### src/rtl/fp32_min_reduce_ctrl.sv
// rtl/fp32_min_reduce_ctrl.sv - sequential FP32 min-reduction controller over a valid/ready stream
module fp32_min_reduce_ctrl #(
  parameter int LEN_W = 8
) (
  input  logic             clk_i,
  input  logic             reset_i,
  input  logic             start_i,
  input  logic [LEN_W-1:0] len_i,
  output logic             busy_o,
  input  logic             in_valid_i,
  output logic             in_ready_o,
  input  logic [31:0]      in_data_i,
  output logic             out_valid_o,
  input  logic             out_ready_i,
  output logic [31:0]      out_data_o,
  output logic [LEN_W-1:0] out_count_o
);

  typedef enum logic [1:0] {IDLE, ACCUM, DONE} state_t;

  state_t           state_q, state_d;
  logic [31:0]      acc_q, acc_d;
  logic [LEN_W-1:0] rem_q, rem_d;
  logic [LEN_W-1:0] cnt_q, cnt_d;
  logic             first_q, first_d;
  logic [31:0]      min_out;

  // Shared FP32 min unit: an all-zero operand is skipped, otherwise a
  // sign-magnitude compare (NaN/Inf are ordered by their raw bits).
  function automatic logic [31:0] fp_min(input logic [31:0] a, input logic [31:0] b);
    logic [31:0] r;
    if (a == 32'h0)            r = b;
    else if (b == 32'h0)       r = a;
    else if (a[31] != b[31])   r = a[31] ? a : b;
    else if (!a[31])           r = (b[30:0] < a[30:0]) ? b : a;
    else                       r = (b[30:0] > a[30:0]) ? b : a;
    return r;
  endfunction

  // Min unit sees the running accumulator against the incoming element.
  always_comb min_out = fp_min(acc_q, in_data_i);

  // FSM state register.
  always_ff @(posedge clk_i or posedge reset_i) begin
    if (reset_i) state_q <= IDLE;
    else         state_q <= state_d;
  end

  // Datapath registers: accumulator, remaining count, folded count, first flag.
  always_ff @(posedge clk_i or posedge reset_i) begin
    if (reset_i) begin
      acc_q   <= 32'h0;
      rem_q   <= '0;
      cnt_q   <= '0;
      first_q <= 1'b1;
    end else begin
      acc_q   <= acc_d;
      rem_q   <= rem_d;
      cnt_q   <= cnt_d;
      first_q <= first_d;
    end
  end

  // Next-state, datapath update and handshake outputs.
  always_comb begin
    state_d     = state_q;
    acc_d       = acc_q;
    rem_d       = rem_q;
    cnt_d       = cnt_q;
    first_d     = first_q;
    in_ready_o  = 1'b0;
    out_valid_o = 1'b0;
    case (state_q)
      IDLE: begin
        if (start_i) begin
          cnt_d   = '0;
          first_d = 1'b1;
          if (len_i != '0) begin
            rem_d   = len_i;
            state_d = ACCUM;
          end else begin
            acc_d   = 32'h0;
            rem_d   = '0;
            state_d = DONE;
          end
        end
      end
      ACCUM: begin
        in_ready_o = 1'b1;
        if (in_valid_i) begin
          // The first element loads directly; later ones fold through min.
          acc_d   = first_q ? in_data_i : min_out;
          first_d = 1'b0;
          rem_d   = rem_q - 1'b1;
          if (cnt_q != '1) cnt_d = cnt_q + 1'b1;
          if (rem_q == LEN_W'(1)) state_d = DONE;
        end
      end
      DONE: begin
        out_valid_o = 1'b1;
        if (out_ready_i) state_d = IDLE;
      end
      default: state_d = IDLE;
    endcase
  end

  assign busy_o      = (state_q != IDLE);
  assign out_data_o  = acc_q;
  assign out_count_o = cnt_q;

endmodule

### config.mk
export PLATFORM = sky130hd
export DESIGN_NAME = fp32_min_reduce_ctrl
export DESIGN_NICKNAME = d
export VERILOG_FILES = /design/src/rtl/fp32_min_reduce_ctrl.sv
export SDC_FILE = /design/constraint.sdc
export NUM_CORES = 1
export LEC_CHECK = 0
export ABC_AREA = 1
export BUFFER_PORTS_ARGS = -buffer_cell sky130_fd_sc_hd__buf_2
export CORE_MARGIN = 5
export CORE_UTILIZATION = 46
export DETAILED_ROUTE_END_ITERATION = 16
export PLACE_DENSITY_LB_ADDON = 0.3
export SLEW_MARGIN = 20
export SYNTH_ARGS = -nofsm -noshare
export SYNTH_HDL_FRONTEND = slang
export SYNTH_SLANG_ARGS = --single-unit
### constraint.sdc
create_clock -name clk_i -period 2.2 [get_ports clk_i]
set_input_delay 0.44 -clock clk_i [delete_from_list [all_inputs] [get_ports clk_i]]
set_output_delay 0.44 -clock clk_i [all_outputs]
set_load 0.01 [all_outputs]
==> results of run 1 <==
-- cell usage in the layout (no fill, tap or decap), drive strengths merged --
cell type	count
o21ai	22
a211oi	1
o211ai	6
nor3	5
and3	3
buf	197
nand4	14
nand3	52
o22ai	4
nor2	52
xnor2	1
a21oi	61
dfrtp	50
nand2	265
inv	92
clkbuf	6
a41oi	1
clkinvlp	1
a21o	2
dfstp	1
a32oi	1
ha	35
nor4	11
bufinv	1
nor3b	1
-- worst min path at each step --
stage / startpoint / endpoint / slack (ns) / cells past startpoint
floorplan: rem_q[3] / rem_q[3] / 0.47 / 2
global placement: rem_q[3] / rem_q[3] / 0.49 / 2
detailed placement: rem_q[3] / rem_q[3] / 0.50 / 2
CTS: reset_i / out_data_o[16] / 0.20 / 2
global route: reset_i / out_data_o[16] / 0.23 / 2
finish: reset_i / out_data_o[16] / 0.18 / 2
-- sequential cells by signal, indices dropped and copies added, names as in the netlist --
signal / count
first_q: 1
state_q: 2
rem_q: 8
out_data_o: 32
out_count_o: 8
-- layout make-up --
class,instances,share of cell area (%)
Clock buffer,6,1.15
Multi-Input combinational cell,537,47.1
Clock inverter,2,0.597
Tap cell,133,2.65
Timing Repair Buffer,197,22.4
Inverter,92,5.75
Sequential cell,51,20.3
-- cells by family after synthesis --
kind of cell             Yosys count  share of synthesized area, %
buffers and inverters            121                          11.5
flip-flops                        51                          28.6
XOR/XNOR                           1                         0.196
AO/OA/AOI/OAI                     98                          12.0
AND/OR/NAND/NOR                  403                          37.8
adder cells (fa/ha/maj)           35                          9.81
-- through the flow --
| step | hold WS [ns] | utilization, % | cell area (µm²) | std cells | setup WS, ns |
|---|---|---|---|---|---|
| 2_1_floorplan | 0.466 | - | 4470 | 709 | 0.0588 |
| 3_3_place_gp | 0.491 | 59.4 | 5700 | 1001 | -0.339 |
| 3_5_place_dp | 0.499 | 59.4 | 5700 | 1001 | -0.428 |
| 4_1_cts | 0.196 | 62.7 | 6010 | 1013 | -0.122 |
| 5_1_grt | 0.228 | 65.5 | 6280 | 1018 | -0.214 |
| 6_report | 0.179 | 65.5 | 6280 | 1018 | -0.0946 |
-- repair_timing --
action | CTS | global route
endpoints found under the hold margin | 0 | 0
gates cloned | 3 | 0
endpoints found under the setup margin | 31 | 32
hold buffers | 0 | 0
gates resized for setup | 27 | 64
buffers inserted | 2 | 5
pin swaps | 12 | 22
-- cell usage after synthesis (all sizes together) --
| library cell | n | area [µm²] |
|---|---|---|
| nand2 | 265 | 1000 |
| inv | 92 | 345 |
| a21oi | 61 | 305 |
| nand3 | 52 | 265 |
| nor2 | 52 | 200 |
| dfrtp | 50 | 1250 |
| ha | 35 | 438 |
| o21ai | 22 | 121 |
| buf | 15 | 116 |
| clkbuf | 14 | 52.6 |
| nand4 | 14 | 87.6 |
| nor4 | 11 | 75.1 |
| o211ai | 6 | 45.0 |
| nor3 | 5 | 30.0 |
| o22ai | 4 | 25.0 |
| and3 | 3 | 18.8 |
| a21o | 2 | 15.0 |
| a211oi | 1 | 7.51 |
| a32oi | 1 | 8.76 |
| a41oi | 1 | 8.76 |
| dfstp | 1 | 26.3 |
| nor3b | 1 | 7.51 |
| xnor2 | 1 | 8.76 |
-- power groups by stage --
stage / combinational (W) / sequential (W) / clock, W
floorplan: 0.00336 / 0.00170 / 0
global placement: 0.00520 / 0.00157 / 0
detailed placement: 0.00541 / 0.00159 / 0
CTS: 0.00597 / 0.00158 / 0.000720
global route: 0.00710 / 0.00163 / 0.000744
finish: 0.00643 / 0.00160 / 0.000695
-- layer usage --
layer	part of all wire (%)	track usage (%)
met2	49	41.1
met1	42	30.2
met5	0.090	0
met3	6.3	4.90
met4	2.6	9.47
==> flow_metrics.py, run 1 <==
metrics = {
    "global_routing": {
        "grt_pass1_vias": 5128,
        "grt_pass1_wl_mm": 23.1,
        "grt_usage_pct": 24.2,
        "antenna_found_initial": 1,
        "overflow": 0,
        "grt_max_degree": 36,
    },
    "logic_synthesis": {
        "ys_ff_latch": 51,
        "yosys.cell_types.count": 33,
        "yosys_warnings": 0,
        "synthCells": 709,
        "synth_nets": 789,
        "ys_seq_area_share_pct": 28.6,
        "synth_area_um2": 4460,
        "syn_area_per_cell_um2": 6.29,
    },
    "pwr": {
        "cellLeakagePower_nw": 3.45,
        "power_w": 0.00873,
        "ir_drop_mv": 0.621,
        "intPower_w": 0.00438,
        "power_frac_clock_pct": 8.0,
        "p_sw_w": 0.00435,
        "swShare_pct": 49.9,
        "p_comb_share_pct": 73.7,
        "seq_power_share_pct": 18.3,
        "power_density_nw_per_um2": 1390,
    },
    "die": {
        "dieArea_um2": 11800,
        "die_x_um": 108,
        "rows": 36,
        "chipHeight_um": 108,
        "initial_utilization_pct": 46.5,
        "design.core.area_um2": 9590,
        "pin_count": 88,
    },
    "clocking": {
        "root_buffer": "clkbuf_8",
        "cts_tree": "yes",
        "clockBufferDepth": 2,
        "clock-sinks": 51,
        "cts-buffers-inserted": 5,
        "htreeDepth": 2,
        "clk_latency_ns": 0.32,
        "clk_pin_slew_worst_paths_ns": 0.10,
    },
    "sta": {
        "layout_setup_ws_ns": -0.0946,
        "finalSetupTns_ns": -2.11,
        "timing_max_transition_violations_final": 0,
        "finalClockSkew_ns": 0.00925,
        "relSlewSlack_pct": 58.4,
        "worstMarginPinSlew_ns": 0.623,
        "rsz0062_at_grt": "true",
        "hold_violations": 0,
        "setup-violations-final": 31,
        "fmax_ghz": 0.436,
        "period_share_pct": 104,
        "min_period_ns": 2.29,
    },
    "route": {
        "dr_total_vias": 5333,
        "viasPerCell": 5.24,
        "final_antenna_net_count": 0,
        "drt_iter0_markers": 318,
        "drt_wl_total_mm": 14.4,
        "drc": 0,
        "wire_per_inst_um": 14.1,
        "firstDrtPassIters": 5,
    },
    "final_layout": {
        "drive_gt1_share_pct": 31.2,
        "areaGrowthSynthToFinish_pct": 40.8,
        "multi_input_area_um2": 2960,
        "antennaDiodeCount": 0,
        "fillers": 857,
        "register_area_um2": 1280,
        "nNetsFinal": 964,
    },
    "critical_path": {
        "cp_num_cells": 16,
        "worstPathRequired_ns": 2.41,
        "ff2ff_setup_slack_ns": -0.09,
        "crit_arrival_ns": 2.50,
        "critPathBufInv": 5,
        "crit_end": "out_data_o[30]",
        "crit_type": "register to register",
        "r2r_end": "out_data_o[30]",
        "path_cells": "inv_1 > ha_4 > nand2_1 > inv_2 > buf_4 > nand4_1 > nor2_1 > nand2_2 > nand2_4 > nand4_1 > nand3_2 > buf_6 > nand2_8 > buf_12 > nand2_4 > o21ai_2",
        "cp-startpoint": "out_data_o[26]",
        "crit_slowest_cell": "dfrtp_1",
        "cp-end-kind": "register",
        "cp_max_fo": 5,
        "worst_r2r_path_depth": 16,
        "crit-reg2reg-launch": "out_data_o[26]",
        "critPathTopFamily": "simple AND/OR/NAND/NOR gates",
        "worstSetupStartpointType": "register",
        "worst_path_largest_cell_delay_ns": 0.41,
    },
    "job": {
        "drv_cap": 0,
    },
    "placed_design": {
        "routabilityCongestion": 0.913,
        "port_buffers": 87,
        "dp_hpwl_mm": 10.4,
    },
    "run_status": {
        "violations": "setup timing",
        "status": "finished with violations",
    },
    "worst_hold_path": {
        "hold_class": "input port to asynchronous set/reset pin",
    },
}
No activity file was read; power rests on OpenSTA's default activity.
==> inputs of run 2 (changes only) <==
--- a/config.mk
+++ b/config.mk
@@ -6,7 +6,8 @@
 export NUM_CORES = 1
 export LEC_CHECK = 0
 export ABC_AREA = 1
-export BUFFER_PORTS_ARGS = -buffer_cell sky130_fd_sc_hd__buf_2
+export BUFFER_PORTS_ARGS = -buffer_cell sky130_fd_sc_hd__clkbuf_2
+export CAP_MARGIN = 15
 export CORE_MARGIN = 5
 export CORE_UTILIZATION = 46
 export DETAILED_ROUTE_END_ITERATION = 16
==> constraint.sdc (replaced) <==
create_clock -name clk_i -period 2.2 [get_ports clk_i]
set_input_delay 0.11 -clock clk_i [delete_from_list [all_inputs] [get_ports clk_i]]
set_output_delay 0.11 -clock clk_i [all_outputs]
set_load 0.01 [all_outputs]
==> run 2 against run 1 <==
Against the previous run: die area unchanged; count of clock-buffer cells in the layout down 1; routed wire length down 1.8%; core utilization down 3.7 points; the flow still finishes with violations (setup timing); combinational power down 6.1%; non-clock buffer count down 49; clock skew up 0.0024 ns; via count down 3.8%.
==> flow_metrics.py, run 2 (synthesis gave the netlist of run 1 again) <==
metrics = {
    "global_routing": {
        "grt_pass1_wl_mm": 21.8,
        "antenna_found_initial": 0,
        "grt_pass1_vias": 4844,
        "overflow": 0,
        "grt_usage_pct": 22.6,
        "grt_max_degree": 64,
    },
    "critical_path": {
        "path_common_cell": "nand2_2",
        "crit_arrival_ns": 2.44,
        "cp_max_fo": 6,
        "critPathTopFamily": "simple AND/OR/NAND/NOR gates",
        "crit_type": "register to register",
        "critPathBufInv": 3,
        "crit_slowest_cell": "dfrtp_1",
        "worstSetupStartpointType": "register",
        "cp-end-kind": "register",
        "path_cells": "inv_2 > ha_4 > nand2_2 > nor2_4 > and3_4 > nand2_2 > nand2_2 > nand2_2 > nand2_4 > nand2_2 > nand2_2 > nand3_2 > nand2_2 > inv_4 > clkbuf_16 > nand2_1 > nand2_1",
        "worstPathRequired_ns": 2.41,
        "worst_path_largest_cell_delay_ns": 0.42,
    },
    "placed_design": {
        "routabilityCongestion": 0.884,
        "port_buffers": 87,
        "pre_cts_ws_ns": -0.0374,
        "dp_hpwl_mm": 9.59,
    },
    "clocking": {
        "clk_latency_ns": 0.32,
        "root_buffer": "clkbuf_8",
        "htreeDepth": 2,
        "clk_pin_slew_worst_paths_ns": 0.11,
        "clockBufferDepth": 2,
        "clock-sinks": 51,
        "cts-buffers-inserted": 5,
        "cts_tree": "yes",
    },
    "route": {
        "viasPerCell": 5.30,
        "drt_wl_total_mm": 14.1,
        "drc": 0,
        "drt_iter0_markers": 404,
        "firstDrtPassIters": 5,
        "wire_per_inst_um": 14.6,
        "final_antenna_net_count": 0,
        "dr_total_vias": 5133,
    },
    "final_layout": {
        "fillers": 870,
        "antennaDiodeCount": 0,
        "layout_commonest_cell": "nand2_1",
        "final_cell_mix": "nand2_1, clkbuf_2, inv_1, a21oi_1, buf_4",
        "largest_reg_flops": 32,
        "areaGrowthSynthToFinish_pct": 33.0,
        "nNetsFinal": 915,
        "drive_gt1_share_pct": 28.2,
    },
    "pwr": {
        "ir_drop_mv": 0.811,
        "power_w": 0.00836,
        "cellLeakagePower_nw": 3.18,
        "power_density_nw_per_um2": 1410,
    },
    "die": {
        "die_x_um": 108,
        "chipHeight_um": 108,
        "dieArea_um2": 11800,
        "pin_count": 88,
        "rows": 36,
        "initial_utilization_pct": 46.5,
        "design.core.area_um2": 9590,
    },
    "sta": {
        "layout_setup_ws_ns": -0.0275,
        "finalClockSkew_ns": 0.0117,
        "fmax_ghz": 0.449,
        "relSlewSlack_pct": 54.9,
        "timing_max_transition_violations_final": 0,
        "hold_ws_ns": 0.0642,
        "setup-violations-final": 18,
        "hold_violations": 0,
        "min_period_ns": 2.23,
        "rsz0062_at_grt": "true",
        "period_share_pct": 101,
        "worstMarginPinSlew_ns": 0.676,
    },
    "run_status": {
        "status": "finished with violations",
        "violations": "setup timing",
    },
    "worst_hold_path": {
        "hold_class": "input port to register",
    },
    "job": {
        "drv_cap": 0,
    },
}
## run 2: cell count changes in the layout (fill, tap and decap cells not counted), sizes merged
cell	delta
buf	-139
clkbuf	+88
dlygate4sd3	+1
inv	+1
## run 2: path summary, 6_finish.rpt
check / start / to / slack, ns / cells past startpoint
max: out_data_o[11] / out_data_o[26] / -0.03 / 17
min: len_i[7] / rem_q[7] / 0.06 / 3
max reg2reg: out_data_o[11] / out_data_o[26] / -0.03 / 17
min reg2reg: out_data_o[13] / out_data_o[13] / 0.53 / 2
max in group asynchronous: reset_i / out_data_o[1] / 1.20 / 4
min in group asynchronous: reset_i / out_count_o[5] / 0.50 / 4
## run 2: metrics by stage
stage                     setup TNS (ns)  util (%)  cell area, µm²  instances
after floorplan                        0         -            4470        709
after global placement                 0      54.3            5210        935
after detailed placement          -0.823      54.3            5210        935
final                             -0.244      61.8            5930        969
after global routing               -4.54      61.8            5930        969
after CTS                              0      56.3            5400        949
## run 2: final cells by class
| type | instances | area [µm²] | share of cell area, % |
|---|---|---|---|
| multi-input combinational | 537 | 3030 | 51.1 |
| sequential | 51 | 1280 | 21.6 |
| timing repair buffer | 148 | 992 | 16.7 |
| inverter | 92 | 348 | 5.86 |
| tap | 133 | 166 | 2.81 |
| clock buffer | 5 | 68.8 | 1.16 |
| clock inverter | 3 | 46.3 | 0.780 |
## run 2: worst register-to-register path, cell delays in order, from the launching register on
cell       delay [ns]
dfrtp_1          0.42
inv_2            0.07
ha_4             0.26
nand2_2          0.06
nor2_4           0.15
and3_4           0.19
nand2_2          0.04
nand2_2          0.07
nand2_2          0.07
nand2_4          0.10
nand2_2          0.06
nand2_2          0.07
nand3_2          0.09
nand2_2          0.10
inv_4            0.07
clkbuf_16        0.17
nand2_1          0.06
nand2_1          0.05
## run 2: what timing repair did
| item | in CTS | in global routing |
|---|---|---|
| cloned | 0 | 3 |
| pin swaps | 1 | 27 |
| setup buffers | 5 | 17 |
| setup endpoints to repair | 30 | 33 |
| hold endpoints to repair | 50 | 0 |
| resized for setup | 7 | 74 |
| hold buffers | 1 | 0 |
## run 2: power by group
| group | internal (W) | switching [W] |
|---|---|---|
| registers | 0.00132 | 0.000295 |
| logic | 0.00242 | 0.00362 |
| clock network | 0.000343 | 0.000360 |
## run 2: layer usage
metal / GRT usage [%] / vias to the layer above / share of wire, %
met1: 29.4 / 2369 / 43
met4: 7.30 / 0 / 2.3
met2: 38.5 / 196 / 49
met3: 3.10 / 31 / 6.3
met5: 0 / - / 0
li1: - / 2537 / -
